**src/rtl/cpu24_pkg.sv**
```systemverilog
// Shared definitions for the 24-bit CPU datapath: default widths and flag-register layout.
package cpu24_pkg;

    localparam int DATA_W_DEF = 24;
    localparam int RD_W_DEF   = 4;

    localparam int FLAG_Z = 0;
    localparam int FLAG_C = 1;
    localparam int FLAG_V = 2;

    // Places the ALU status bits at their architectural positions in the flag register.
    function automatic logic [2:0] pack_flags(input logic v, input logic c, input logic z);
        logic [2:0] f;
        f         = 3'b000;
        f[FLAG_V] = v;
        f[FLAG_C] = c;
        f[FLAG_Z] = z;
        return f;
    endfunction

endpackage

```
**src/rtl/alu_wb_stage_hilo_regs.sv**
```systemverilog
// Architectural HI/LO multiply registers: one 2*DATA_W write port, separate HI and LO read ports.
module hilo_regs
    import cpu24_pkg::*;
#(
    parameter int DATA_W = DATA_W_DEF
) (
    input  logic                  clk,
    input  logic                  rst,
    input  logic                  we,
    input  logic [2*DATA_W-1:0]   wdata,
    output logic [DATA_W-1:0]     hi,
    output logic [DATA_W-1:0]     lo
);

    logic [DATA_W-1:0] hi_d, hi_q;
    logic [DATA_W-1:0] lo_d, lo_q;

    // Next-state: load the product halves on a write, otherwise hold.
    always_comb begin
        hi_d = hi_q;
        lo_d = lo_q;
        if (we) begin
            hi_d = wdata[2*DATA_W-1:DATA_W];
            lo_d = wdata[DATA_W-1:0];
        end else begin
            hi_d = hi_q;
            lo_d = lo_q;
        end
    end

    // State registers with asynchronous clear.
    always_ff @(posedge clk or posedge rst) begin
        if (rst) begin
            hi_q <= {DATA_W{1'b0}};
            lo_q <= {DATA_W{1'b0}};
        end else begin
            hi_q <= hi_d;
            lo_q <= lo_d;
        end
    end

    assign hi = hi_q;
    assign lo = lo_q;

endmodule

```
**src/rtl/alu_wb_stage.sv**
```systemverilog
// EX/WB pipeline register behind the 24-bit ALU: one held write-back entry under valid/ready,
// with HI/LO and sticky flag ownership, flush and overflow trap.
module alu_wb_stage
    import cpu24_pkg::*;
#(
    parameter int DATA_W = DATA_W_DEF,
    parameter int RD_W   = RD_W_DEF
) (
    input  logic                  Clock,
    input  logic                  Reset,
    input  logic                  InValid,
    output logic                  InReady,
    input  logic [DATA_W-1:0]     Result_final,
    input  logic [2*DATA_W-1:0]   Mul_result,
    input  logic                  Zero,
    input  logic                  Overflow,
    input  logic                  CarryOut,
    input  logic                  RegWriteIn,
    input  logic [RD_W-1:0]       RdIn,
    input  logic                  MulWrite,
    input  logic                  MfHi,
    input  logic                  MfLo,
    input  logic                  FlagWrite,
    input  logic                  TrapEn,
    input  logic                  Flush,
    input  logic                  OutReady,
    output logic                  OutValid,
    output logic [DATA_W-1:0]     WbData,
    output logic [RD_W-1:0]       WbRd,
    output logic                  WbRegWrite,
    output logic [DATA_W-1:0]     Hi,
    output logic [DATA_W-1:0]     Lo,
    output logic [2:0]            Flags,
    output logic                  OverflowTrap
);

    logic                  out_valid_d, out_valid_q;
    logic [DATA_W-1:0]     wb_data_d, wb_data_q;
    logic [RD_W-1:0]       wb_rd_d, wb_rd_q;
    logic                  wb_regwrite_d, wb_regwrite_q;
    logic [2:0]            flags_d, flags_q;
    logic                  trap_d, trap_q;

    logic                  in_ready_s;
    logic                  capture_s;
    logic                  trap_s;
    logic                  mul_we_s;
    logic [DATA_W-1:0]     hi_s, lo_s;
    logic [DATA_W-1:0]     wb_sel_s;

    assign in_ready_s = ~out_valid_q | OutReady;
    assign capture_s  = InValid & in_ready_s & ~Flush;
    assign trap_s     = capture_s & TrapEn & Overflow;
    assign mul_we_s   = capture_s & MulWrite;

    hilo_regs #(
        .DATA_W (DATA_W)
    ) u_hilo (
        .clk   (Clock),
        .rst   (Reset),
        .we    (mul_we_s),
        .wdata (Mul_result),
        .hi    (hi_s),
        .lo    (lo_s)
    );

    // Write-back source select; HI/LO are read from the registers, so a same-cycle MUL is not seen.
    always_comb begin
        wb_sel_s = Result_final;
        if (MfHi) begin
            wb_sel_s = hi_s;
        end else if (MfLo) begin
            wb_sel_s = lo_s;
        end else begin
            wb_sel_s = Result_final;
        end
    end

    // Next-state for the held entry, sticky flags and trap pulse.
    always_comb begin
        out_valid_d   = out_valid_q;
        wb_data_d     = wb_data_q;
        wb_rd_d       = wb_rd_q;
        wb_regwrite_d = wb_regwrite_q;
        if (Flush) begin
            out_valid_d   = 1'b0;
            wb_regwrite_d = 1'b0;
        end else if (capture_s) begin
            out_valid_d   = 1'b1;
            wb_data_d     = wb_sel_s;
            wb_rd_d       = RdIn;
            wb_regwrite_d = RegWriteIn & ~trap_s;
        end else if (OutReady) begin
            out_valid_d   = 1'b0;
            wb_regwrite_d = 1'b0;
        end else begin
            out_valid_d   = out_valid_q;
            wb_regwrite_d = wb_regwrite_q;
        end

        flags_d = flags_q;
        if (capture_s & FlagWrite) begin
            flags_d = pack_flags(Overflow, CarryOut, Zero);
        end else begin
            flags_d = flags_q;
        end

        trap_d = trap_s;
    end

    // Pipeline and status registers with asynchronous clear.
    always_ff @(posedge Clock or posedge Reset) begin
        if (Reset) begin
            out_valid_q   <= 1'b0;
            wb_data_q     <= {DATA_W{1'b0}};
            wb_rd_q       <= {RD_W{1'b0}};
            wb_regwrite_q <= 1'b0;
            flags_q       <= 3'b000;
            trap_q        <= 1'b0;
        end else begin
            out_valid_q   <= out_valid_d;
            wb_data_q     <= wb_data_d;
            wb_rd_q       <= wb_rd_d;
            wb_regwrite_q <= wb_regwrite_d;
            flags_q       <= flags_d;
            trap_q        <= trap_d;
        end
    end

    assign InReady      = in_ready_s;
    assign OutValid     = out_valid_q;
    assign WbData       = wb_data_q;
    assign WbRd         = wb_rd_q;
    assign WbRegWrite   = wb_regwrite_q;
    assign Hi           = hi_s;
    assign Lo           = lo_s;
    assign Flags        = flags_q;
    assign OverflowTrap = trap_q;

endmodule

```
**config.mk**
```make
export PLATFORM = sky130hd
export DESIGN_NAME = alu_wb_stage
export DESIGN_NICKNAME = d
export VERILOG_FILES = /design/src/rtl/cpu24_pkg.sv /design/src/rtl/alu_wb_stage_hilo_regs.sv /design/src/rtl/alu_wb_stage.sv
export SDC_FILE = /design/constraint.sdc
export NUM_CORES = 1
export LEC_CHECK = 0
export ABC_CLOCK_PERIOD_IN_PS = 2900
export CORE_MARGIN = 2
export CORE_UTILIZATION = 41
export CTS_BUF_LIST = sky130_fd_sc_hd__clkbuf_8 sky130_fd_sc_hd__clkbuf_16
export DETAILED_ROUTE_END_ITERATION = 16
export HOLD_SLACK_MARGIN = 0.02
export MAX_ROUTING_LAYER = met4
export PLACE_DENSITY = 0.9
export SYNTH_ARGS = -nofsm -noshare
export SYNTH_HDL_FRONTEND = slang
export SYNTH_SLANG_ARGS = --single-unit
```
**constraint.sdc**
```tcl
create_clock -name Clock -period 2.9 [get_ports Clock]
set_clock_uncertainty 0.05 [all_clocks]
set_input_delay 0.58 -clock Clock [delete_from_list [all_inputs] [get_ports Clock]]
set_output_delay 0.58 -clock Clock [all_outputs]
set_load 0.05 [all_outputs]
```
==> results by group <==
Outcome
  – Run status: finished clean

Min path
  – Min-Delay Path Class: register to register
  – WHS Path Cells: 2

Placement
  – Post-DP HPWL: between 7 and 8 mm
  – Dpl cell area: 5500 µm²
  – Placer Congestion: between 0.8 and 0.9
  – Cell count after placement: 535
  – Input/output buffers: 172

Setup path
  – Worst Path Max Fanout: 3
  – Crit-path max cell delay: 0.82 ns
  – WP data arrival: ~1.6 ns
  – Crit. End Element: output port
  – Cells on worst reg2reg path: 5
  – CP Data Required Time: about 2.3 ns
  – Crit path from: u_hilo.hi[17]
  – WS Path Type: register to output port
  – Crit path to: Hi[17]
  – Reg-to-reg slack, setup: 1.23 ns
  – Kind of launch point of the worst setup path: register
  – Slowest-stage cell, CP: clkdlybuf4s50_1
  – CP top delay family: buffers and inverters
  – Worst r2r src: OutValid
  – Worst-path cell chain: clkdlybuf4s50_1
  – CP bufs+invs: 1
  – Reg2reg end: WbData[8]
  – Instance count on the critical path: 1

Die
  – Die Ht: around 99 µm
  – Starting Density: 0.424
  – Row cnt: 34
  – Die width: 98.9 µm
  – Core box area: 8720 µm²
  – Io pins: between 150 and 200
  – Die Area: 9790 µm²

Global routing
  – Initial antenna violation count: 0
  – First-pass GRT wire length: 16.0 mm
  – Vias in the first global route: 3149
  – Total track usage: 0.215
  – Pin count of the biggest net entering global routing: 43
  – GRT overflow: 0

Drt
  – Routed Antenna Nets: 0
  – Residual DRC count: 0
  – First-pass iteration count of the detailed router: 4
  – WL/cell: between 15 and 20 µm
  – Vias per cell: around 5.1
  – Vias: ~2.8k
  – Iter 0 DRT Violations: 59
  – Final WL: 10.1 mm

Finish
  – Final Non-Filler Cells: 551
  – Share of cells above drive strength 1: 0.242
  – Commonest non-fill, non-tap cell in the layout: clkdlybuf4s50_1
  – # nets final: 528
  – Area delta synth->final: 55.0%
  – Final Cell Area: 5730 µm²
  – Commonest non-fill, non-tap cells in the layout: 170 x clkdlybuf4s50_1, 82 x dfrtp_1, 59 x mux2_2
  – Antenna Cells: 0

Power and ir drop
  – Leak: 2.47 nW
  – Peak supply drop: between 0.3 and 0.4 mV
  – PwrDens: 766 nW/µm²

STA
  – Hold slack: about 0.46 ns
  – Worst-Margin Slew: approximately 0.8 ns
  – TNS Setup: 0 ns
  – Fmax: 455 MHz
  – RSZ-0062 raised after global routing: false
  – Final setup fails: 0
  – Max Slew Vio Count: 0
  – Period utilisation layout: 0.758
  – Minimum clock period: between 2 and 2.5 ns
  – Worst slew margin: 0.468
  – Fin. Hold Viols: 0

Clock network
  – CTS clk-pin slew, worst paths: 0.09 ns
  – Cts bufs inserted: 9
  – Sink Count: 82
  – # Post-CTS Setup Buffers: 0
  – Clock buffer depth: 2
  – Hold-fix buffer count after cts: 0
  – Post-CTS resize count: 0
  – Clk_lat worst skew: 0.34 ns
  – Htree depth: 3
  – CTS tree: done
  – Root buffer cell: clkbuf_8

Yosys
  – Mapped Nets: 357
  – Synth Warn #: 0
  – Mapped Avg Cell Area: 13.8 µm²
  – Post-synth EDFFs: 0
  – Post-synthesis cell type count: 21
  – Seq/Total Area, Yosys: 0.555
  – Most used DFF post-synth: dfrtp_1
  – Mapped cell area: approximately 3700 µm²
  – #FFs+latches synth: 82
  – Post-synth ARST share: 1.00
  – Post-Synthesis Cells: 267

Job
  – Max-cap viol count: 0
## worst min path at each step
| stage | startpoint | end | slack [ns] |
|---|---|---|---|
| floorplan | Flush | WbRegWrite | 0.59 |
| global placement | WbRd[0] | WbRd[0] | 0.44 |
| detailed placement | Flags[0] | Flags[0] | 0.44 |
| CTS | Flags[0] | Flags[0] | 0.46 |
| global route | Flags[0] | Flags[0] | 0.49 |
| finish | WbData[19] | WbData[19] | 0.46 |
## cell type report
| cell class | instances | area, µm² |
|---|---|---|
| Inverter | 2 | 8.76 |
| Tap cell | 108 | 135 |
| Multi-Input combinational cell | 165 | 1530 |
| Fill cell | 645 | 2990 |
| Sequential cell | 82 | 2050 |
| Clock inverter | 6 | 90.1 |
| Clock buffer | 10 | 138 |
| Timing Repair Buffer | 178 | 1770 |
## per-stage QoR
step / power, mW / worst slack (ns) / utilization
after global routing: 4.55 / 0.644 / 0.657
after global placement: 3.44 / 0.586 / 0.631
after detailed placement: 3.49 / 0.489 / 0.631
after floorplan: 2.75 / 0.162 / -
final: 4.39 / 0.701 / 0.657
after CTS: 4.42 / 0.679 / 0.657
## where the power goes
group	switching, mW	internal [mW]
logic	1.17	0.752
registers	0.167	1.38
clock network	0.412	0.510
## synthesized netlist by cell type (2+ instances only)
cell | count | area share
nor2_1 | 3 | 0.0030
mux2_4 | 20 | 0.081
o21ai_0 | 48 | 0.065
buf_2 | 10 | 0.014
buf_6 | 3 | 0.0091
mux2_2 | 59 | 0.18
clkbuf_1 | 5 | 0.0051
dfrtp_1 | 82 | 0.56
nand2_1 | 2 | 0.0020
mux2i_1 | 24 | 0.065
## routing by layer
metal,part of all wire,vias to the layer above,wire length [µm],track usage
li1,-,1294,-,-
met1,0.40,1394,4000,0.247
met2,0.52,118,5310,0.374
met3,0.069,11,698,0.0518
met4,0.010,0,102,0.0601
met5,0,-,0,-
## sequential cells by signal (all words and copies together), names as in the netlist
signal        count
WbRd              4
u_hilo.hi        24
Flags             3
OutValid          1
u_hilo.lo        24
WbRegWrite        1
OverflowTrap      1
WbData           24
## logic make-up after synthesis
family,after synthesis,share of synthesized area
multiplexers,103,0.326
flip-flops,82,0.555
AO/OA/AOI/OAI,49,0.0664
buffers and inverters,20,0.0298
AND/OR/NAND/NOR,13,0.0224
(Power assumes the default switching activity.)
==> edit, RTL diff (same flow settings) <==
Make the reset (`Reset` and `rst`) synchronous in 2 clocked blocks. Comments in the files are not updated.
--- a/src/rtl/alu_wb_stage_hilo_regs.sv
+++ b/src/rtl/alu_wb_stage_hilo_regs.sv
@@ -29,7 +29,7 @@
     end
 
     // State registers with asynchronous clear.
-    always_ff @(posedge clk or posedge rst) begin
+    always_ff @(posedge clk) begin
         if (rst) begin
             hi_q <= {DATA_W{1'b0}};
             lo_q <= {DATA_W{1'b0}};
--- a/src/rtl/alu_wb_stage.sv
+++ b/src/rtl/alu_wb_stage.sv
@@ -109,7 +109,7 @@
     end
 
     // Pipeline and status registers with asynchronous clear.
-    always_ff @(posedge Clock or posedge Reset) begin
+    always_ff @(posedge Clock) begin
         if (Reset) begin
             out_valid_q   <= 1'b0;
             wb_data_q     <= {DATA_W{1'b0}};
Behaviour: differs if Reset is asserted again (counterexample within 4 cycles, from zero or initial values and one cycle with Reset high); with Reset held inactive, the same outputs for 10 cycles.
==> edit against the original RTL <==
First-iteration DRC count grew to 3.7 times the old value; sequential cell count unchanged; global-route usage increased by 5.0 points; routed wire length up 31%; area after synthesis grew 5.2%; count of clock-buffer cells in the layout unchanged; setup slack worse by 110 ps; final area down 2.7%; die area is 5.0% higher; final cell count up 25%; critical path depth rose by 3; register-to-register slack worse by 90 ps.
Power is not compared: it rests on default switching activity, and its combinational part moved more than twofold at a synthesized area within 25%.
==> edit: results (changes against the original RTL) <==
** Run status
- The flow ran to the end, and the final reports show no timing, DRC or antenna violations.

** Routing
- Count of routing violations after the opening detailed-route iteration :: 220 (+270%)
- The number of nets with antenna violations after detailed routing is 0 (unchanged).
- Number of detailed-route iterations in the first pass :: 5 (+1)
- Via total after detailed routing :: 3976 (+41%)
- Average detailed-routed wire length per instance :: 19.3 microns (+5.1%)

** Layout
- Antenna cells :: 0 (unchanged)
- The ratio of cells with drive above 1 in the final layout came to 6.81% (-17 points).
- The filler-free cell count of the finished design is 687 (+25%).
- Nets :: 643 (+22%)

** Pwr
- Across the VDD grid, the largest voltage drop is roughly 0.2 mV.
- Static leakage :: roughly 1.9 nW

** CTS
- The post-CTS setup buffer count came to 0 (unchanged).
- CTS placed an instance of clkbuf_8 at the clock tree root.
- The clock latency on the worst-skew pair came to 340 ps (about the same).
- Max H-tree Level :: 3 (unchanged)
- Post-CTS resize count :: 0 (unchanged)
- Register clock-pin slew on the reported worst setup and hold paths :: ~80 ps
- Clock buffers created by TritonCTS :: 9 (unchanged)
- Max clock buf depth :: 2 (unchanged)

** Global routing
- Number of global-route vias before repair :: 4029 (+28%)
- The number of antenna violations at the first check in global routing is 0 (unchanged).
- The global routing usage summed across all routing layers is 26.5% (+5.0 points).
- The global-route wire length before repair came to 20.9 mm (+30%).
- The maximum number of pins on one net before global-route repair came to 49 (+14%).

** Worst setup path
- The data arrival time at the worst-slack endpoint is 1680 ps (+110 ps).
- Among cell families on the critical path, the largest total delay comes from buffers and inverters.
- The highest fanout seen on the critical path is 17 (+14).
- For this design, the slowest cell found on the critical path is clkdlybuf4s50_1.
- The stage delay of the slowest cell on the critical path came to 470 ps (-350 ps).

** Placed design
- Cell area after placement :: 5400 sq um (-1.8%)
- The half-perimeter wire length after detailed placement was 9.06 mm (+21%).
- Worst setup slack after placement :: 432 ps (-56.8 ps)
- Routability-driven placement congestion ratio :: 0.834 (+2.5%)
- Port Buf Inserts :: 172 (unchanged)
- The placed instance count came to 671 (+25%).

** Synthesis
- The number of nets in the synthesized netlist is 504 (+41%).
- Number of distinct library cells after synthesis :: 28 (+33%)
- Cell types occupying the most area after synthesis :: dfxtp_1, o31ai_1, nand4_1, a21oi_1, mux2i_1
- The sequential fraction of the synthesis area is 42.2% (-13 points).
- The total number of yosys warnings was 0 (unchanged).
- Share of synthesized registers carrying an async set or reset :: 0% (-100 points)
- Top post-synthesis cells by count :: dfxtp_1, a21oi_1, nand4_1, o31ai_1, o21ai_0
- Post-Syn Instances :: 414 (+55%)

** Flow run
- The reported max-cap violation count was 0 (unchanged).

** Worst hold path
- The min-delay analysis places its worst path in the category flop to flop.

** STA
- Total negative setup slack :: 0 ps (unchanged)
- The worst-margin pin slew is 898 ps (+99.9 ps).
==> edit: layer usage <==
| layer | vias to the layer above | wire, microns | track usage, % |
|---|---|---|---|
| met5 | - | 0 | - |
| met4 | 0 | 164 | 8.42 |
| met3 | 15 | 943 | 3.31 |
| met2 | 205 | 6510 | 43.1 |
| met1 | 1902 | 5640 | 34.2 |
| li1 | 1854 | - | - |
==> edit: final cells by class <==
cell class	count	area, sq um
Clock inverter	6	33.8
Sequential cell	82	1640
Fill cell	804	3670
Tap cell	129	161
Timing Repair Buffer	182	1780
Inverter	3	13.8
Multi-Input combinational cell	275	1810
Clock buffer	10	138
==> edit: worst paths after layout <==
kind                                       startpoint                      to  slack, ps  depth (start not counted)
worst max-delay path                         OutReady                 InReady        590                          4
worst min-delay path            Flags[2]$_SDFFE_PP0P_   Flags[2]$_SDFFE_PP0P_        430                          2
worst max register to register  OutValid$_SDFFE_PP0P_  WbData[2]$_SDFFE_PP0P_       1140                          4
worst min register to register  Flags[2]$_SDFFE_PP0P_   Flags[2]$_SDFFE_PP0P_        430                          2
==> edit: worst reg2reg max path, stage by stage (launching register included) <==
cell     delay (ps)
dfxtp_1         340
nor2b_4         270
inv_4           140
a21oi_4         640
a22o_1          260
==> edit: power breakdown <==
part	internal [mW]	switching [mW]
clock network	0.327	0.407
registers	1.16	0.0282
logic	0.222	0.313
total	1.71	0.748
==> edit: logic make-up (layout without fill, tap and decap cells) <==
logic type | after synthesis | count (layout) | share of synthesized area [%]
AND/OR/NAND/NOR | 90 | 90 | 13.2
multiplexers | 24 | 24 | 6.18
AO/OA/AOI/OAI | 161 | 161 | 26.9
flip-flops | 82 | 82 | 42.2
buffers and inverters | 57 | 201 | 11.5
